### config.mk
export PLATFORM = sky130hd
export DESIGN_NAME = pc_unit_ras
export DESIGN_NICKNAME = d
export VERILOG_FILES = /design/src/rtl/pc_unit_ras_pkg.sv /design/src/rtl/pc_ras_stack.sv /design/src/rtl/pc_unit_ras.sv
export SDC_FILE = /design/constraint.sdc
export NUM_CORES = 1
export LEC_CHECK = 0
export ABC_AREA = 1
export ABC_CLOCK_PERIOD_IN_PS = 2100
export CAP_MARGIN = 20
export CORE_MARGIN = 5
export CORE_UTILIZATION = 51
export DETAILED_ROUTE_END_ITERATION = 12
export GPL_ROUTABILITY_DRIVEN = 0
export PLACE_DENSITY = 0.83
export SYNTH_ARGS = -nofsm -noshare
export SYNTH_HDL_FRONTEND = slang
export SYNTH_HIERARCHICAL = 1
export SYNTH_SLANG_ARGS = --single-unit
### constraint.sdc
create_clock -name clk -period 2.1 [get_ports clk]
set_input_delay 0.42 -clock clk [delete_from_list [all_inputs] [get_ports clk]]
set_output_delay 0.42 -clock clk [all_outputs]
set_load 0.02 [all_outputs]
### src/rtl/pc_unit_ras_pkg.sv
// Shared types and constants for the IF-stage PC unit and its return-address stack.
// Optional exception vectoring is enabled by defining PC_UNIT_EXC_VECTOR_EN.
package pc_pkg;

    typedef enum logic [2:0] {
        PC_SEQ,
        PC_REDIR,
        PC_CALL,
        PC_RET,
        PC_EXC
    } pc_act_e;

    localparam logic [31:0] DEF_RESET_PC   = 32'h0000_0000;
    localparam logic [31:0] DEF_EXC_VECTOR = 32'h8000_0180;

    function automatic int ras_ptr_w(input int depth);
        return $clog2(depth);
    endfunction

endpackage

### src/rtl/pc_ras_stack.sv
// Circular LIFO of return addresses; when full, a push overwrites the oldest entry.
// Sticky overflow/underflow flags survive a flush and clear only on reset.
module pc_ras_stack
    import pc_pkg::*;
#(
    parameter int W     = 32,
    parameter int DEPTH = 4,
    localparam int PW   = ras_ptr_w(DEPTH),
    localparam int CW   = PW + 1
) (
    input  logic          clk,
    input  logic          rst,
    input  logic          push,
    input  logic          pop,
    input  logic          flush,
    input  logic [W-1:0]  push_data,
    output logic [W-1:0]  top,
    output logic [CW-1:0] count,
    output logic          ovf,
    output logic          unf
);

    localparam logic [CW-1:0] FULL = CW'(DEPTH);

    logic [W-1:0]  mem [DEPTH];
    logic [PW-1:0] ptr;
    logic [PW-1:0] top_idx;
    logic          empty;
    logic          full;

    assign top_idx = ptr - PW'(1);
    assign empty   = (count == '0);
    assign full    = (count == FULL);
    assign top     = empty ? '0 : mem[top_idx];

    always_ff @(posedge clk or negedge rst) begin
        if (!rst) begin
            ptr   <= '0;
            count <= '0;
            ovf   <= 1'b0;
            unf   <= 1'b0;
            for (int i = 0; i < DEPTH; i++) begin
                mem[i] <= '0;
            end
        end else if (flush) begin
            ptr   <= '0;
            count <= '0;
        end else if (push) begin
            mem[ptr] <= push_data;
            ptr      <= ptr + PW'(1);
            if (full) begin
                ovf <= 1'b1;
            end else begin
                count <= count + CW'(1);
            end
        end else if (pop) begin
            if (empty) begin
                unf <= 1'b1;
            end else begin
                ptr   <= top_idx;
                count <= count - CW'(1);
            end
        end
    end

endmodule

### src/rtl/pc_unit_ras.sv
// Fetch PC register with stall, redirect and an internal return-address stack.
// Define PC_UNIT_EXC_VECTOR_EN to add the exc input and EXC_VECTOR parameter.
module pc_unit_ras
    import pc_pkg::*;
#(
    parameter int                ADDR_W     = 32,
    parameter logic [ADDR_W-1:0] RESET_PC   = ADDR_W'(DEF_RESET_PC),
    parameter int                INC        = 4,
`ifdef PC_UNIT_EXC_VECTOR_EN
    parameter logic [ADDR_W-1:0] EXC_VECTOR = ADDR_W'(DEF_EXC_VECTOR),
`endif
    parameter int                RAS_DEPTH  = 4
) (
    input  logic                         clk,
    input  logic                         rst,
    input  logic                         pc_write,
    input  logic                         redirect,
    input  logic                         call,
    input  logic                         ret,
`ifdef PC_UNIT_EXC_VECTOR_EN
    input  logic                         exc,
`endif
    input  logic [ADDR_W-1:0]            redirect_pc,
    output logic [ADDR_W-1:0]            pc,
    output logic [ADDR_W-1:0]            ras_top,
    output logic [$clog2(RAS_DEPTH):0]   ras_count,
    output logic                         ras_ovf,
    output logic                         ras_unf
);

    pc_act_e           act;
    logic              upd;
    logic              push;
    logic              pop;
    logic              flush;
    logic [ADDR_W-1:0] pc_inc;
    logic [ADDR_W-1:0] pc_next;

    assign pc_inc = pc + ADDR_W'(INC);

`ifdef PC_UNIT_EXC_VECTOR_EN
    assign upd = pc_write | exc;
`else
    assign upd = pc_write;
`endif

    always_comb begin
        act = PC_SEQ;
        priority case (1'b1)
`ifdef PC_UNIT_EXC_VECTOR_EN
            exc:      act = PC_EXC;
`endif
            ret:      act = PC_RET;
            call:     act = PC_CALL;
            redirect: act = PC_REDIR;
            default:  act = PC_SEQ;
        endcase
    end

    always_comb begin
        pc_next = pc_inc;
        unique case (act)
            PC_REDIR: pc_next = redirect_pc;
            PC_CALL:  pc_next = redirect_pc;
            // Empty-stack return falls through; ID will correct it.
            PC_RET:   pc_next = (ras_count != '0) ? ras_top : pc_inc;
`ifdef PC_UNIT_EXC_VECTOR_EN
            PC_EXC:   pc_next = EXC_VECTOR;
`endif
            default:  pc_next = pc_inc;
        endcase
    end

    assign push  = upd && (act == PC_CALL);
    assign pop   = upd && (act == PC_RET);
    assign flush = upd && (act == PC_EXC);

    always_ff @(posedge clk or negedge rst) begin
        if (!rst) begin
            pc <= RESET_PC;
        end else if (upd) begin
            pc <= pc_next;
        end
    end

    pc_ras_stack #(
        .W     (ADDR_W),
        .DEPTH (RAS_DEPTH)
    ) u_ras (
        .clk       (clk),
        .rst       (rst),
        .push      (push),
        .pop       (pop),
        .flush     (flush),
        .push_data (pc_inc),
        .top       (ras_top),
        .count     (ras_count),
        .ovf       (ras_ovf),
        .unf       (ras_unf)
    );

endmodule

==> run summary, run 1 <==
Psw - 7.49 mW
Peak Freq - 410 MHz
Root Driver - clkbuf_16
Ant. Diodes - 0
Clock Power Share - 17.9%
Std cell rows - 49
Hold Path Class - primary input to asynchronous set/reset pin
Ys Warns - 6
Top cells by area, synth - dfrtp_1 45%, nand2_1 14%, nor2_1 8.0%
DRC Markers - 0
Hold Slack - 0.453 ns
MaxCap Viol Count - 0
First-pass GRT wire length - 43300 um
CP Class - register to output port
Most frequent cells in the layout - 349 x nand2_1, 176 x nor2_1, 166 x dfrtp_1
Final wirelength - 27700 um
Leakage power - 5.63 nW
Initial antenna violation count - 0
Htree depth - 4
Final worst slack - -0.338 ns
Sw frac - 42.6%
Initial Utilization - 51.7%
CP startpoint - u_ras/ptr[0]
Reg area - 4180 um^2
Async S/R FF share, synth - 100%
Via count - 8859
Failing checks - negative setup slack
M1 GR Usage - 34.7%
Register bit total from synthesis - 167
Crit. End Element - output port
Synthesized area per cell - 7.60 um^2
CTS max path bufs - 2
Hpwl dp - 18800 um
Synth unique cells - 32
Met3 usage - 5.95%
Layout area overhead - 28.1%
Flop2flop setup slack - -0.04 ns
Fraction of layout cells with a size suffix above 1 - 20.1%
Post-synth top area cell - dfrtp_1
Placed cell count - 1559
CTS tree - yes
CP Data Required Time - 1.68 ns
TritonCTS sink count - 167
Final period util - 116%
Cell Area, Synth - 9280 um^2
Overall Power - 17.6 mW
Pin count of the biggest net entering global routing - 62
Core Area - 18000 um^2
Final Net Count - 1414
Setup violations, final - 33
Critical path startpoint category - register
DP Worst Slack - -0.412 ns
Vias in the first global route - 8483
GR Util met2 - 42.2%
Power share of the combinational group - 50.9%
R2r worst-path depth - 13
Final hold vios - 0
Final Cell Area - 11900 um^2
EDFF count, synth - 0
GR Overflow Total - 0
# port buffers - 106
Die W - 145 um
Num ports - 107
Clock Latency Late Sink - 0.43 ns
Seq pwr share - 31.2%
Status - complete, but fails checks
Area after DPL - 11000 um^2
Clk_skew - 0.00972 ns
Yosys top cell area share - 45.0%
CTS clk-pin slew, worst paths - 0.06 ns
Reg2reg end - pc[27]
ANT nets after route - 0
Area taken by multi-input logic gates - 4570 um^2
Slew Viols, Final - 0
R2R Path Start - u_ras/ptr[0]
Sequential-to-total area share from yosys stat - 45.0%
Total CTS buffers - 17
Total GRT Usage - 26.4%
Die Ht - 145 um
WP data arrival - 2.02 ns
VDD IR max - 1.16 mV
Gr busiest metal - met2
Final Instance Count excl. Fillers - 1609
PwrDens - 1480 nW/um^2
Final min period - 2.44 ns
Initial drt markers - 851
Max Fanout on Critical Path - 32
Internal - 10.1 mW
Syn Inst Count - 1221
WL per Instance - 17.2 um
Die ar. - 21000 um^2
Commonest non-fill, non-tap cell in the layout - nand2_1
Fill count - 1404
RSZ-0062 raised after global routing - true
DRT Pass-1 Iters - 7
Top FF cell, synth - dfrtp_1
Via density - 5.51
==> registers in the layout, indices dropped and copies added, names as in the netlist <==
signal       count
u_ras/ovf        1
u_ras/mem      128
u_ras/count      3
pc              32
u_ras/ptr        2
u_ras/unf        1
==> per-layer routing <==
layer / up-vias / part of all wire [%]
li1: 4185 / -
met5: - / 0
met2: 421 / 47
met1: 4184 / 41
met4: 0 / 3.1
met3: 69 / 8.8
==> logic make-up (layout without fill, tap and decap cells) <==
kind of cell	Yosys count	count (layout)	synth area share [%]
simple gates	592	592	25.8
compound gates	295	295	17.5
fa+ha+maj	9	9	1.29
xor+xnor	15	15	1.82
buf+inv	142	298	8.50
other cells	1	4	0.0404
flops	167	167	45.0
==> layout make-up <==
type / count / share of cell area (%)
tap: 229 / 2.41
sequential: 167 / 35.2
clock inverter: 7 / 1.02
clock buffer: 25 / 3.92
multi-input combinational: 915 / 38.4
inverter: 74 / 2.52
timing repair buffer: 192 / 16.5
==> critical path: stages (launching register included) <==
cell and delay [ns]:
dfrtp_2 0.42, inv_4 0.06, ha_4 0.36, inv_16 0.11
nor2_2 0.13, o21ai_2 0.08, a21oi_2 0.23, buf_4 0.19
==> cells in the mapped netlist, types with 8 or more instances <==
cell      instances
nand3_1          13
o21ai_1          93
clkbuf_1         19
o21ai_2          35
a21oi_1          91
dfrtp_1         167
inv_1            71
ha_1              8
nor2_4            8
nor2_1          197
buf_6            25
buf_2            15
o21ai_0          71
nand2_1         351
==> through the flow <==
stage	setup TNS, ns	util, %
after global routing	-10.91	66.1
after floorplan	0	-
after detailed placement	-63.93	61.4
final	-8.54	66.1
after CTS	-7.66	64.9
after global placement	-56.05	61.4
==> power groups by stage <==
| stage | clock network [mW] | logic (mW) | registers [mW] |
|---|---|---|---|
| floorplan | 0 | 4.96 | 5.49 |
| global placement | 0 | 8.02 | 5.40 |
| detailed placement | 0 | 8.24 | 5.45 |
| CTS | 3.19 | 8.39 | 5.43 |
| global route | 3.32 | 9.71 | 5.62 |
| finish | 3.15 | 8.96 | 5.48 |
==> how the worst max path moves through the flow <==
stage	slack (ns)	cells after the start	endpoint
finish	-0.34	7	ras_top[27]
global route	-0.39	7	ras_top[27]
CTS	-0.32	7	ras_top[27]
detailed placement	-0.41	7	ras_top[27]
global placement	-0.37	7	ras_top[27]
floorplan	0.008	10	ras_top[0]
==> timing repair <==
item                                    4_1_cts  5_1_grt
resized for setup                           178       46
pin swaps                                    10       18
endpoints found under the setup margin       32      178
setup buffers                                 6       11
endpoints found under the hold margin        28        0
hold buffers                                  1        0
No activity file was read; power rests on OpenSTA's default activity.
==> run 2: changes to the inputs <==
Settings changed: ABC_AREA 1 to 0, PLACE_DENSITY 0.83 to 0.82.
==> run 2 against run 1 <==
Effect of this change: global-route usage grew 1.9 points; the flow still finishes with violations (negative setup slack); utilization is 9.6 points higher; final cell count shrank 20%; via count decreased by 5.7%; routed wire length grew 18%; synthesized area grew 0.55%; register-to-register slack lost 0.43 ns; clock skew increased by 0.0075 ns; critical endpoint is now pc[20].
==> run summary, run 2 <==
DRC Markers - 0
Status - complete, but fails checks
Most frequent cells in the layout - 152 x dfrtp_1, 132 x buf_4, 126 x mux2_2
PwrDens - 841 nW/um^2
Via count - 8354
Sequential-to-total area share from yosys stat - 44.8%
Setup violations, final - 60
Root Driver - clkbuf_16
Die Ht - 145 um
Leakage power - 6.04 nW
WP data arrival - 2.87 ns
Failing checks - negative setup slack
Ys Warns - 6
Largest Register - u_ras/mem
Hpwl dp - 19500 um
Critical path startpoint category - register
CP Class - register to register
MaxCap Viol Count - 0
Hold Path Class - primary input to asynchronous set/reset pin
Pin count of the biggest net entering global routing - 48
Synthesized area per cell - 12.2 um^2
Register bit total from synthesis - 167
Total GRT Usage - 28.4%
VDD IR max - 0.707 mV
Core Area - 18000 um^2
Final hold vios - 0
Leading cell type by number of instances after synthesis - dfrtp_1
Critical Path Most Common Cell - buf_12
Die ar. - 21100 um^2
CP max stage cell - mux4_2
Crit. End Element - register
EDFF count, synth - 0
Final Cell Area - 13600 um^2
Final Instance Count excl. Fillers - 1281
Die W - 145 um
Cell chain of the critical path - buf_12, buf_12, buf_16, mux4_2, nor2b_4, nor2b_1, a221o_1, a211oi_2, nor3_2
Worst-margin pin slew - 0.542 ns
First-pass GRT wire length - 47700 um
Layout area overhead - 45.9%
WL per Instance - 25.6 um
Top FF cell, synth - dfrtp_1
Fraction of layout cells with a size suffix above 1 - 52.4%
Clk_skew - 0.0172 ns
Syn Inst Count - 767
Biggest regs - u_ras/mem (128), pc (32), u_ras/count (3)
Cell Area, Synth - 9330 um^2
Slew Viols, Final - 0
RSZ-0062 raised after global routing - true
CP Data Required Time - 2.40 ns
Fill count - 999
# port buffers - 106
Clock Latency Late Sink - 0.45 ns
Placed cell count - 1206
CTS tree - yes
Num ports - 107
Htree depth - 4
Vias in the first global route - 8654
Slew headroom - 63.8%
Top cells by area, synth - dfrtp_1 45%, mux2_2 15%, mux4_2 6.8%
CP peak stage delay - 0.49 ns
GR Overflow Total - 0
Initial drt markers - 1061
Max reg flops - 128
Top post-synthesis cells by count - 167 x dfrtp_1, 128 x mux2_2, 31 x nor2_1
Post-synth top area cell - dfrtp_1
TritonCTS sink count - 167
Overall Power - 11.5 mW
Total CTS buffers - 17
ANT nets after route - 0
CTS clk-pin slew, worst paths - 0.07 ns
Final period util - 122%
Async S/R FF share, synth - 100%
Final Net Count - 1086
Final worst slack - -0.466 ns
Peak Freq - 390 MHz
Synth unique cells - 74
Ant. Diodes - 0
Std cell rows - 49
CTS max path bufs - 2
Final wirelength - 32800 um
Commonest non-fill, non-tap cell in the layout - dfrtp_1
DRT Pass-1 Iters - 6
Initial Utilization - 51.9%
Yosys top cell area share - 44.8%
Final min period - 2.57 ns
Via density - 6.52
Max Fanout on Critical Path - 5
Area after DPL - 11900 um^2
Initial antenna violation count - 0
## run 2: cell types whose count changed after synthesis, sizes merged, moves of 21 or more
| cell | delta |
|---|---|
| a21oi | -76 |
| inv | -47 |
| mux2 | +128 |
| mux4 | +32 |
| nand2 | -342 |
| nor2 | -176 |
| nor2b | +30 |
| o21ai | -189 |
| xnor2 | +21 |
## run 2: critical path: cells and delay by family, from the launching register on
kind	cells	cell delay (ns)
flops	1	0.41
compound gates	2	0.72
simple gates	3	0.41
mux	1	0.49
buf+inv	3	0.41
## run 2: layout make-up
cell class / count / area, um^2 / area share, %
well taps: 229 / 287 / 2.11
clock buffers: 22 / 494 / 3.63
flip-flops and latches: 167 / 4200 / 30.8
repair buffers: 297 / 3030 / 22.3
multi-input cells: 527 / 5390 / 39.6
inverters: 29 / 113 / 0.827
clock inverters: 10 / 93.8 / 0.690
## run 2: kinds of logic (layout without fill, tap and decap cells)
logic type      count (synthesis)  after routing  share of synthesized area, %
simple gates                  194            194                          12.2
flops                         167            167                          44.8
mux                           161            161                          23.4
compound gates                127            127                          10.5
buf+inv                        79            358                          5.00
xor+xnor                       29             29                          2.72
fa+ha+maj                       9              9                          1.29
other cells                     1              7                        0.0402
## run 2: metal layers
layer	wire length, um	share of wire [%]	GRT usage (%)	vias to the layer above
met5	0	0	0	-
met4	1970	6.0	13.0	0
met2	15800	48	46.7	587
li1	-	-	-	3438
met1	12000	37	35.9	4162
met3	3030	9.2	6.17	167
## run 2: stage by stage
stage	setup TNS [ns]	util [%]	hold slack, ns	setup slack [ns]
final	-17.09	75.8	0.456	-0.466
after global routing	-21.54	75.8	0.489	-0.557
after CTS	-15.05	73.1	0.461	-0.431
after detailed placement	-93.18	66.3	0.356	-0.723
after global placement	-83.19	66.3	0.346	-0.625
after floorplan	-14.07	-	0.124	-0.606
## run 2: worst paths after layout
kind | slack, ns | from | cells after the start | end
hold / removal | 0.46 | rst | 2 | u_ras/mem[118]
min in group clk | 0.48 | u_ras/unf | 1 | u_ras/unf
max in group asynchronous | 1.02 | rst | 3 | pc[7]
hold reg to reg | 0.48 | u_ras/unf | 1 | u_ras/unf
setup reg to reg | -0.47 | u_ras/ptr[0] | 9 | pc[20]
setup / recovery | -0.47 | u_ras/ptr[0] | 9 | pc[20]
## run 2: where the power goes
part           switching, mW  leakage (nW)  internal [mW]
registers              0.449          2.18           3.90
clock network           1.35         0.285           1.79
logic                   1.95          3.58           2.02
total                   3.75          6.04           7.70
## run 2: timing repair
action                                  CTS  global route
resized for setup                       265            70
gates cloned                              3             3
hold buffers                              1             0
buffers inserted                         22            22
pin swaps                                45            32
endpoints found under the hold margin    34             0
endpoints found under the setup margin  175           192
